==> src/rtl/vec_seq_ctrl_if.sv <==
// ============================================================================
// vec_seq_ctrl_if : decoder/FPU/front-end signal bundle for vec_seq_ctrl
// Rev 1.0
// ============================================================================
`default_nettype none

interface vec_seq_ctrl_if #(
  parameter int ARQ   = 32,
  parameter int IDX_W = 8
);
  localparam int OPC_W = (ARQ - 3) - (ARQ - 6) + 1;
  localparam int IMM_W = 24;

  logic             op_valid;
  logic [OPC_W-1:0] opcode;
  logic [IMM_W-1:0] imm;
  logic             stall;
  logic [IDX_W-1:0] i_reg;
  logic [IDX_W-1:0] j_reg;
  logic [IDX_W-1:0] n_reg;
  logic [IDX_W-1:0] elem_addr;
  logic             fpu_start;
  logic             fpu_op;
  logic             fpu_last;
  logic             fpu_done;
  logic             vec_done;

  // Environment side: decoder, front end and FPU.
  modport master (
    output op_valid, opcode, imm, fpu_done,
    input  stall, i_reg, j_reg, n_reg, elem_addr, fpu_start, fpu_op,
           fpu_last, vec_done
  );

  // Sequencer side.
  modport slave (
    input  op_valid, opcode, imm, fpu_done,
    output stall, i_reg, j_reg, n_reg, elem_addr, fpu_start, fpu_op,
           fpu_last, vec_done
  );
endinterface

`default_nettype wire

==> src/rtl/vec_seq_ctrl.sv <==
// ============================================================================
// vec_seq_ctrl : execute-side sequencer owning i/j/n and issuing vector
//                element operations to the shared FPU.  Rev 1.0
// ============================================================================
`default_nettype none

module vec_seq_ctrl #(
  parameter int ARQ   = 32,
  parameter int IDX_W = 8
) (
  input  wire logic    clk,
  input  wire logic    rst,
  vec_seq_ctrl_if.slave bus
);
  localparam int OPC_W = (ARQ - 3) - (ARQ - 6) + 1;
  localparam int IMM_W = 24;

  localparam logic [OPC_W-1:0] OPC_INCRI = OPC_W'(0);
  localparam logic [OPC_W-1:0] OPC_INCRJ = OPC_W'(1);
  localparam logic [OPC_W-1:0] OPC_SETN  = OPC_W'(2);
  localparam logic [OPC_W-1:0] OPC_SUMFV = OPC_W'(3);
  localparam logic [OPC_W-1:0] OPC_MULFV = OPC_W'(4);
  localparam logic [IDX_W-1:0] ONE       = IDX_W'(1);

  typedef enum logic [1:0] {
    S_IDLE  = 2'd0,
    S_ISSUE = 2'd1,
    S_WAIT  = 2'd2,
    S_DONE  = 2'd3
  } state_t;

  state_t           state_q, state_d;
  logic [IDX_W-1:0] cnt_q, cnt_d;
  logic [IDX_W-1:0] i_q, i_d;
  logic [IDX_W-1:0] j_q, j_d;
  logic [IDX_W-1:0] n_q, n_d;
  logic             op_q, op_d;
  logic             last_elem;

  // n cannot change while a vector op is in flight, so n_q is the count
  // sampled at acceptance.
  assign last_elem = (cnt_q == (n_q - ONE));

  always_comb begin
    state_d = state_q;
    cnt_d   = cnt_q;
    i_d     = i_q;
    j_d     = j_q;
    n_d     = n_q;
    op_d    = op_q;
    case (state_q)
      S_IDLE: begin
        if (bus.op_valid) begin
          case (bus.opcode)
            OPC_INCRI: i_d = i_q + ONE;
            OPC_INCRJ: j_d = j_q + ONE;
            OPC_SETN:  n_d = bus.imm[IDX_W-1:0];
            OPC_SUMFV, OPC_MULFV: begin
              op_d    = (bus.opcode == OPC_MULFV);
              cnt_d   = '0;
              state_d = (n_q == '0) ? S_DONE : S_ISSUE;
            end
            default: ;
          endcase
        end
      end
      S_ISSUE: state_d = S_WAIT;
      S_WAIT: begin
        if (bus.fpu_done) begin
          if (last_elem) begin
            state_d = S_DONE;
          end else begin
            cnt_d   = cnt_q + ONE;
            state_d = S_ISSUE;
          end
        end
      end
      S_DONE:  state_d = S_IDLE;
      default: state_d = S_IDLE;
    endcase
  end

  always_ff @(posedge clk) begin
    if (rst) begin
      state_q <= S_IDLE;
      cnt_q   <= '0;
      i_q     <= '0;
      j_q     <= '0;
      n_q     <= '0;
      op_q    <= 1'b0;
    end else begin
      state_q <= state_d;
      cnt_q   <= cnt_d;
      i_q     <= i_d;
      j_q     <= j_d;
      n_q     <= n_d;
      op_q    <= op_d;
    end
  end

  // All outputs decode registered state only.
  assign bus.stall     = (state_q != S_IDLE);
  assign bus.fpu_start = (state_q == S_ISSUE);
  assign bus.fpu_last  = (state_q == S_ISSUE) && last_elem;
  assign bus.vec_done  = (state_q == S_DONE);
  assign bus.elem_addr = cnt_q;
  assign bus.fpu_op    = op_q;
  assign bus.i_reg     = i_q;
  assign bus.j_reg     = j_q;
  assign bus.n_reg     = n_q;

  logic unused_imm;
  assign unused_imm = ^bus.imm[IMM_W-1:IDX_W];

endmodule

`default_nettype wire

==> src/flat_wrapper.sv <==
// flat-port wrapper written by rule: the top's interface ports become plain ports
module vec_seq_ctrl_flat 
#(
  parameter int ARQ   = 32,
  parameter int IDX_W = 8
)
  (clk, rst, bus_op_valid, bus_opcode, bus_imm, bus_fpu_done, bus_stall, bus_i_reg, bus_j_reg, bus_n_reg, bus_elem_addr, bus_fpu_start, bus_fpu_op, bus_fpu_last, bus_vec_done);
  vec_seq_ctrl_if #(.ARQ(ARQ), .IDX_W(IDX_W)) bus_i ();
  input  wire logic clk;
  input  wire logic rst;
  input wire logic [$bits(bus_i.op_valid)-1:0] bus_op_valid;
  input wire logic [$bits(bus_i.opcode)-1:0] bus_opcode;
  input wire logic [$bits(bus_i.imm)-1:0] bus_imm;
  input wire logic [$bits(bus_i.fpu_done)-1:0] bus_fpu_done;
  output wire logic [$bits(bus_i.stall)-1:0] bus_stall;
  output wire logic [$bits(bus_i.i_reg)-1:0] bus_i_reg;
  output wire logic [$bits(bus_i.j_reg)-1:0] bus_j_reg;
  output wire logic [$bits(bus_i.n_reg)-1:0] bus_n_reg;
  output wire logic [$bits(bus_i.elem_addr)-1:0] bus_elem_addr;
  output wire logic [$bits(bus_i.fpu_start)-1:0] bus_fpu_start;
  output wire logic [$bits(bus_i.fpu_op)-1:0] bus_fpu_op;
  output wire logic [$bits(bus_i.fpu_last)-1:0] bus_fpu_last;
  output wire logic [$bits(bus_i.vec_done)-1:0] bus_vec_done;
  assign bus_i.op_valid = bus_op_valid;
  assign bus_i.opcode = bus_opcode;
  assign bus_i.imm = bus_imm;
  assign bus_i.fpu_done = bus_fpu_done;
  assign bus_stall = bus_i.stall;
  assign bus_i_reg = bus_i.i_reg;
  assign bus_j_reg = bus_i.j_reg;
  assign bus_n_reg = bus_i.n_reg;
  assign bus_elem_addr = bus_i.elem_addr;
  assign bus_fpu_start = bus_i.fpu_start;
  assign bus_fpu_op = bus_i.fpu_op;
  assign bus_fpu_last = bus_i.fpu_last;
  assign bus_vec_done = bus_i.vec_done;
  vec_seq_ctrl #(.ARQ(ARQ), .IDX_W(IDX_W)) u_core (.clk(clk), .rst(rst), .bus(bus_i));
endmodule
==> config.mk <==
export PLATFORM = sky130hd
export DESIGN_NAME = vec_seq_ctrl_flat
export DESIGN_NICKNAME = d
export VERILOG_FILES = /design/src/rtl/vec_seq_ctrl_if.sv /design/src/rtl/vec_seq_ctrl.sv /design/src/flat_wrapper.sv
export SDC_FILE = /design/constraint.sdc
export NUM_CORES = 1
export LEC_CHECK = 0
export BUFFER_PORTS_ARGS = -buffer_cell sky130_fd_sc_hd__buf_2
export CAP_MARGIN = 20
export CORE_MARGIN = 2
export CORE_UTILIZATION = 30
export DETAILED_ROUTE_END_ITERATION = 16
export GPL_TIMING_DRIVEN = 0
export PLACE_DENSITY = 0.51
export SLEW_MARGIN = 20
export SYNTH_ARGS = -nofsm -noshare
export SYNTH_HDL_FRONTEND = slang
export SYNTH_SLANG_ARGS = --single-unit
==> constraint.sdc <==
create_clock -name clk -period 2.6 [get_ports clk]
set_input_delay 0.13 -clock clk [delete_from_list [all_inputs] [get_ports clk]]
set_output_delay 0.13 -clock clk [all_outputs]
set_load 0.03 [all_outputs]
==> insert_results.sql <==
INSERT INTO impl_metrics (metric_group, metric, value, unit) VALUES
('outcome', 'run_status', 'finished clean', ''),
('floorplanning', 'fp.dieW', '83.3', 'um'),
('placement', 'buffer_ports.inserted', '52', ''),
('grt', 'via_count_of_the_first_global_routing_pass', '1520', ''),
('clock_tree', 'cts.path.max_buffers', '2', ''),
('logic_synthesis', 'synth_seq_area_share', '37.1', '%'),
('worst_hold_path', 'worst_hold_path_type', 'input port to flip-flop', ''),
('logic_synthesis', 'post-synth-top-area-fraction', '37.1', '%'),
('floorplanning', 'overall_die_area', '6940', 'um2'),
('grt', 'busiest_layer', 'met2', ''),
('drt', 'drt_first_pass_iters', '4', ''),
('timing', 'finalHoldWorstSlack', '66.6', 'ps'),
('timing', 'finalClockSkew', '6.05', 'ps'),
('timing', 'final-setup-viol-count', '0', ''),
('timing', 'slew_violations', '0', ''),
('power', 'static-leakage-power', '1.04', 'nW'),
('floorplanning', 'core_area', '5990', 'um2'),
('timing', 'min_period_over_period', '92.6', '%'),
('timing', 'min_period', '2410', 'ps'),
('floorplanning', 'start_util', '31.5', '%'),
('clock_tree', 'hold_buffers', '0', ''),
('grt', 'grt_antenna_before_repair', '0', ''),
('grt', 'grt_max_degree', '13', ''),
('clock_tree', 'cts.clk_slew.worst_paths', '80', 'ps'),
('setup_path', 'cp_data_arrival_time', '2280', 'ps'),
('drt', 'vias', '1700', ''),
('grt', 'grt_total_ovfl', '0', ''),
('setup_path', 'setup.worst_path.end_class', 'output port', ''),
('drt', 'finalWirelength', '4.52', 'mm'),
('grt', 'gr-usage-met2', '19.5', '%'),
('floorplanning', 'num_rows', '28', ''),
('final_layout', 'diodes', '0', ''),
('setup_path', 'critical_path.startpoint_type', 'flip-flop', ''),
('logic_synthesis', 'main_area_contributors_after_synthesis', 'sky130_fd_sc_hd__dfxtp_1 37%, sky130_fd_sc_hd__xor2_1 7.4%, sky130_fd_sc_hd__nor2_1 6.0%', ''),
('floorplanning', 'die_y', '83.3', 'um'),
('final_layout', 'flow.area_growth_from_synthesis', '27.6', '%'),
('flow_run', 'max-cap-violations', '0', ''),
('drt', 'drt_iter0_markers', '34', ''),
('logic_synthesis', 'avgSynthCellArea', '8.95', 'um2'),
('drt', 'drtAntennaViolNets', '0', ''),
('logic_synthesis', 'postSynthCellCount', '211', ''),
('clock_tree', 'cts_max_level', '2', ''),
('logic_synthesis', 'ys_seq_elements', '35', ''),
('clock_tree', 'clock_insertion_delay_worst_skew', '290', 'ps'),
('clock_tree', 'cts_sinks', '35', ''),
('logic_synthesis', 'ys_warn_count', '0', ''),
('drt', 'post-route-drc-count', '0', ''),
('floorplanning', 'pin_count', '69', ''),
('logic_synthesis', 'post_synthesis_instance_area', '1890', 'um2'),
('timing', 'max-slew-margin-rel', '61.7', '%'),
('drt', 'detail_route.wl_per_cell', '12.9', 'um'),
('setup_path', 'path_max_fanout', '6', ''),
('power', 'ir_worst_vdd', '210', 'uV'),
('timing', 'tightestPinTransition', '560', 'ps'),
('grt', 'globalRouteMet1Util', '18.6', '%'),
('clock_tree', 'tritoncts.num_buffers', '5', ''),
('drt', 'vias_per_cell', '4.87', ''),
('timing', 'final-hold-violation-count', '0', ''),
('final_layout', 'share_of_layout_cells_above_drive_strength_1', '29.2', '%'),
('final_layout', 'sequential_cell_area', '706', 'um2'),
('final_layout', 'fillers', '632', ''),
('timing', 'rsz0062_at_grt', 'false', ''),
('grt', 'total_global_route_track_usage', '13.5', '%'),
('setup_path', 'critical_path_required', '2470', 'ps'),
('final_layout', 'design.final.nets', '310', ''),
('power', 'powerDensity', '512', 'nW/um2'),
('placement', 'detailed_place_hpwl', '3.30', 'mm'),
('final_layout', 'multi_input_comb_area', '1140', 'um2'),
('clock_tree', 'cts_tree', 'yes', ''),
('grt', 'wire_length_of_the_first_global_routing_pass', '7.66', 'mm'),
('placement', 'finalWeightedCongestion', '0.719', ''),
('logic_synthesis', 'syn-num-nets', '248', ''),
('logic_synthesis', 'synth_area_leader_cell', 'sky130_fd_sc_hd__dfxtp_1', ''),
('timing', 'tns', '0', 'ps'),
('setup_path', 'critPathKind', 'flip-flop to output port', ''),
('logic_synthesis', 'synth.distinct_cells', '46', ''),
('timing', 'highest_clock_frequency_the_design_can_meet', '415', 'MHz'),
('grt', 'globalRouteMet3Util', '5.07', '%'),
('clock_tree', 'cts.root.buffer_cell', 'sky130_fd_sc_hd__clkbuf_8', '');
## cell usage after synthesis, drive strengths merged
master	instances
dfxtp	35
nor2	30
xor2	16
mux2i	11
a21oi	10
nand2	10
o21ai	10
nand3	8
nand4	8
xnor2	8
or3	7
buf	5
ha	5
nor2b	5
inv	4
nor3	4
and2	3
clkbuf	3
nor4b	3
or2	3
a2111oi	2
and3	2
and4	2
nand3b	2
nor3b	2
a221oi	1
a22oi	1
a31oi	1
and2b	1
and3b	1
nand2b	1
nand4b	1
nor4	1
o2111a	1
o21ba	1
o21bai	1
or3b	1
or4b	1
## per-stage QoR
step	utilization, %	power (W)	instance area (um2)	worst slack (ps)	std cells
after floorplan	-	0.000611	1890	208	211
after global placement	37.4	0.000644	2240	65.7	338
after detailed placement	37.4	0.000644	2240	56.0	338
after CTS	40.0	0.00125	2400	7.01	348
after global routing	40.2	0.00128	2410	8.73	349
final	40.2	0.00123	2410	191	349
## where the power goes
part,leakage [nW],switching [W],total [W],internal (W)
combinational,0.695,0.0000510,0.0000846,0.0000335
clock,0.0644,0.000219,0.000601,0.000383
sequential,0.284,0.00000685,0.000546,0.000539
total,1.04,0.000276,0.00123,0.000956
## cells by family (layout without fill, tap and decap cells)
kind of cell	count (synthesis)	count (layout)	share of synthesized area (%)
simple gates	96	96	30.0
fa+ha+maj	5	5	3.31
compound gates	28	28	9.94
flops	35	35	37.1
xor+xnor	24	24	11.1
mux	11	11	5.83
buf+inv	12	75	2.65
## layout make-up
type                            count  share of cell area (%)
Clock buffer                        5                    2.86
Timing Repair Buffer               55                    11.7
Multi-Input combinational cell    164                    47.2
Inverter                            4                   0.623
Tap cell                           75                    3.90
Buffer                              8                    1.56
Sequential cell                    35                    29.3
Clock inverter                      3                    2.81
## routing by layer
| layer | part of all wire [%] | wire, um | vias up |
|---|---|---|---|
| met5 | 0 | 0 | - |
| met4 | 1.3 | 60 | 0 |
| met3 | 7.8 | 351 | 6 |
| met2 | 42 | 1890 | 53 |
| met1 | 49 | 2220 | 778 |
| li1 | - | - | 863 |
## layout by cell type (no fill, tap or decap), types with 3 or more instances in the layout
master	netlist	final
sky130_fd_sc_hd__and2_1	3	3
sky130_fd_sc_hd__nor2_1	30	30
sky130_fd_sc_hd__o21ai_0	9	9
sky130_fd_sc_hd__buf_4	0	4
sky130_fd_sc_hd__nor3_1	3	3
sky130_fd_sc_hd__ha_1	5	5
sky130_fd_sc_hd__dfxtp_1	35	33
sky130_fd_sc_hd__a21oi_1	10	10
sky130_fd_sc_hd__nand4_1	8	8
sky130_fd_sc_hd__nor2b_1	5	5
sky130_fd_sc_hd__mux2i_1	11	11
sky130_fd_sc_hd__xor2_1	16	16
sky130_fd_sc_hd__clkbuf_1	3	3
sky130_fd_sc_hd__nand3_1	6	6
sky130_fd_sc_hd__or3_1	7	7
sky130_fd_sc_hd__nand2_1	10	10
sky130_fd_sc_hd__xnor2_1	8	8
sky130_fd_sc_hd__clkbuf_8	0	5
sky130_fd_sc_hd__buf_2	4	55
sky130_fd_sc_hd__inv_1	4	4
## repair_timing
item,4_1_cts,5_1_grt
resized for setup,3,1
setup buffers,2,1
pin swaps,1,1
setup endpoints to repair,1,1
hold endpoints to repair,0,0
## worst max-delay path: stages, from the launching register on
cell and delay [ps]:
sky130_fd_sc_hd__dfxtp_4 390, sky130_fd_sc_hd__inv_1 60, sky130_fd_sc_hd__ha_1 260, sky130_fd_sc_hd__o21ba_2 210
sky130_fd_sc_hd__a22oi_1 190, sky130_fd_sc_hd__mux2i_1 130, sky130_fd_sc_hd__a2111oi_4 260, sky130_fd_sc_hd__buf_4 180
sky130_fd_sc_hd__and2_1 110, sky130_fd_sc_hd__buf_2 190
## final timing paths
check,startpoint,to,slack [ps],cells after the start
max,u_core.bus.n_reg[0],bus_fpu_last,190,9
min,bus_imm[2],u_core.bus.n_reg[2],70,3
max reg2reg,u_core.bus.n_reg[2],u_core.bus.elem_addr[3],460,8
min reg2reg,u_core.bus.fpu_op,u_core.bus.fpu_op,510,2
No activity file was read; power rests on OpenSTA's default activity.
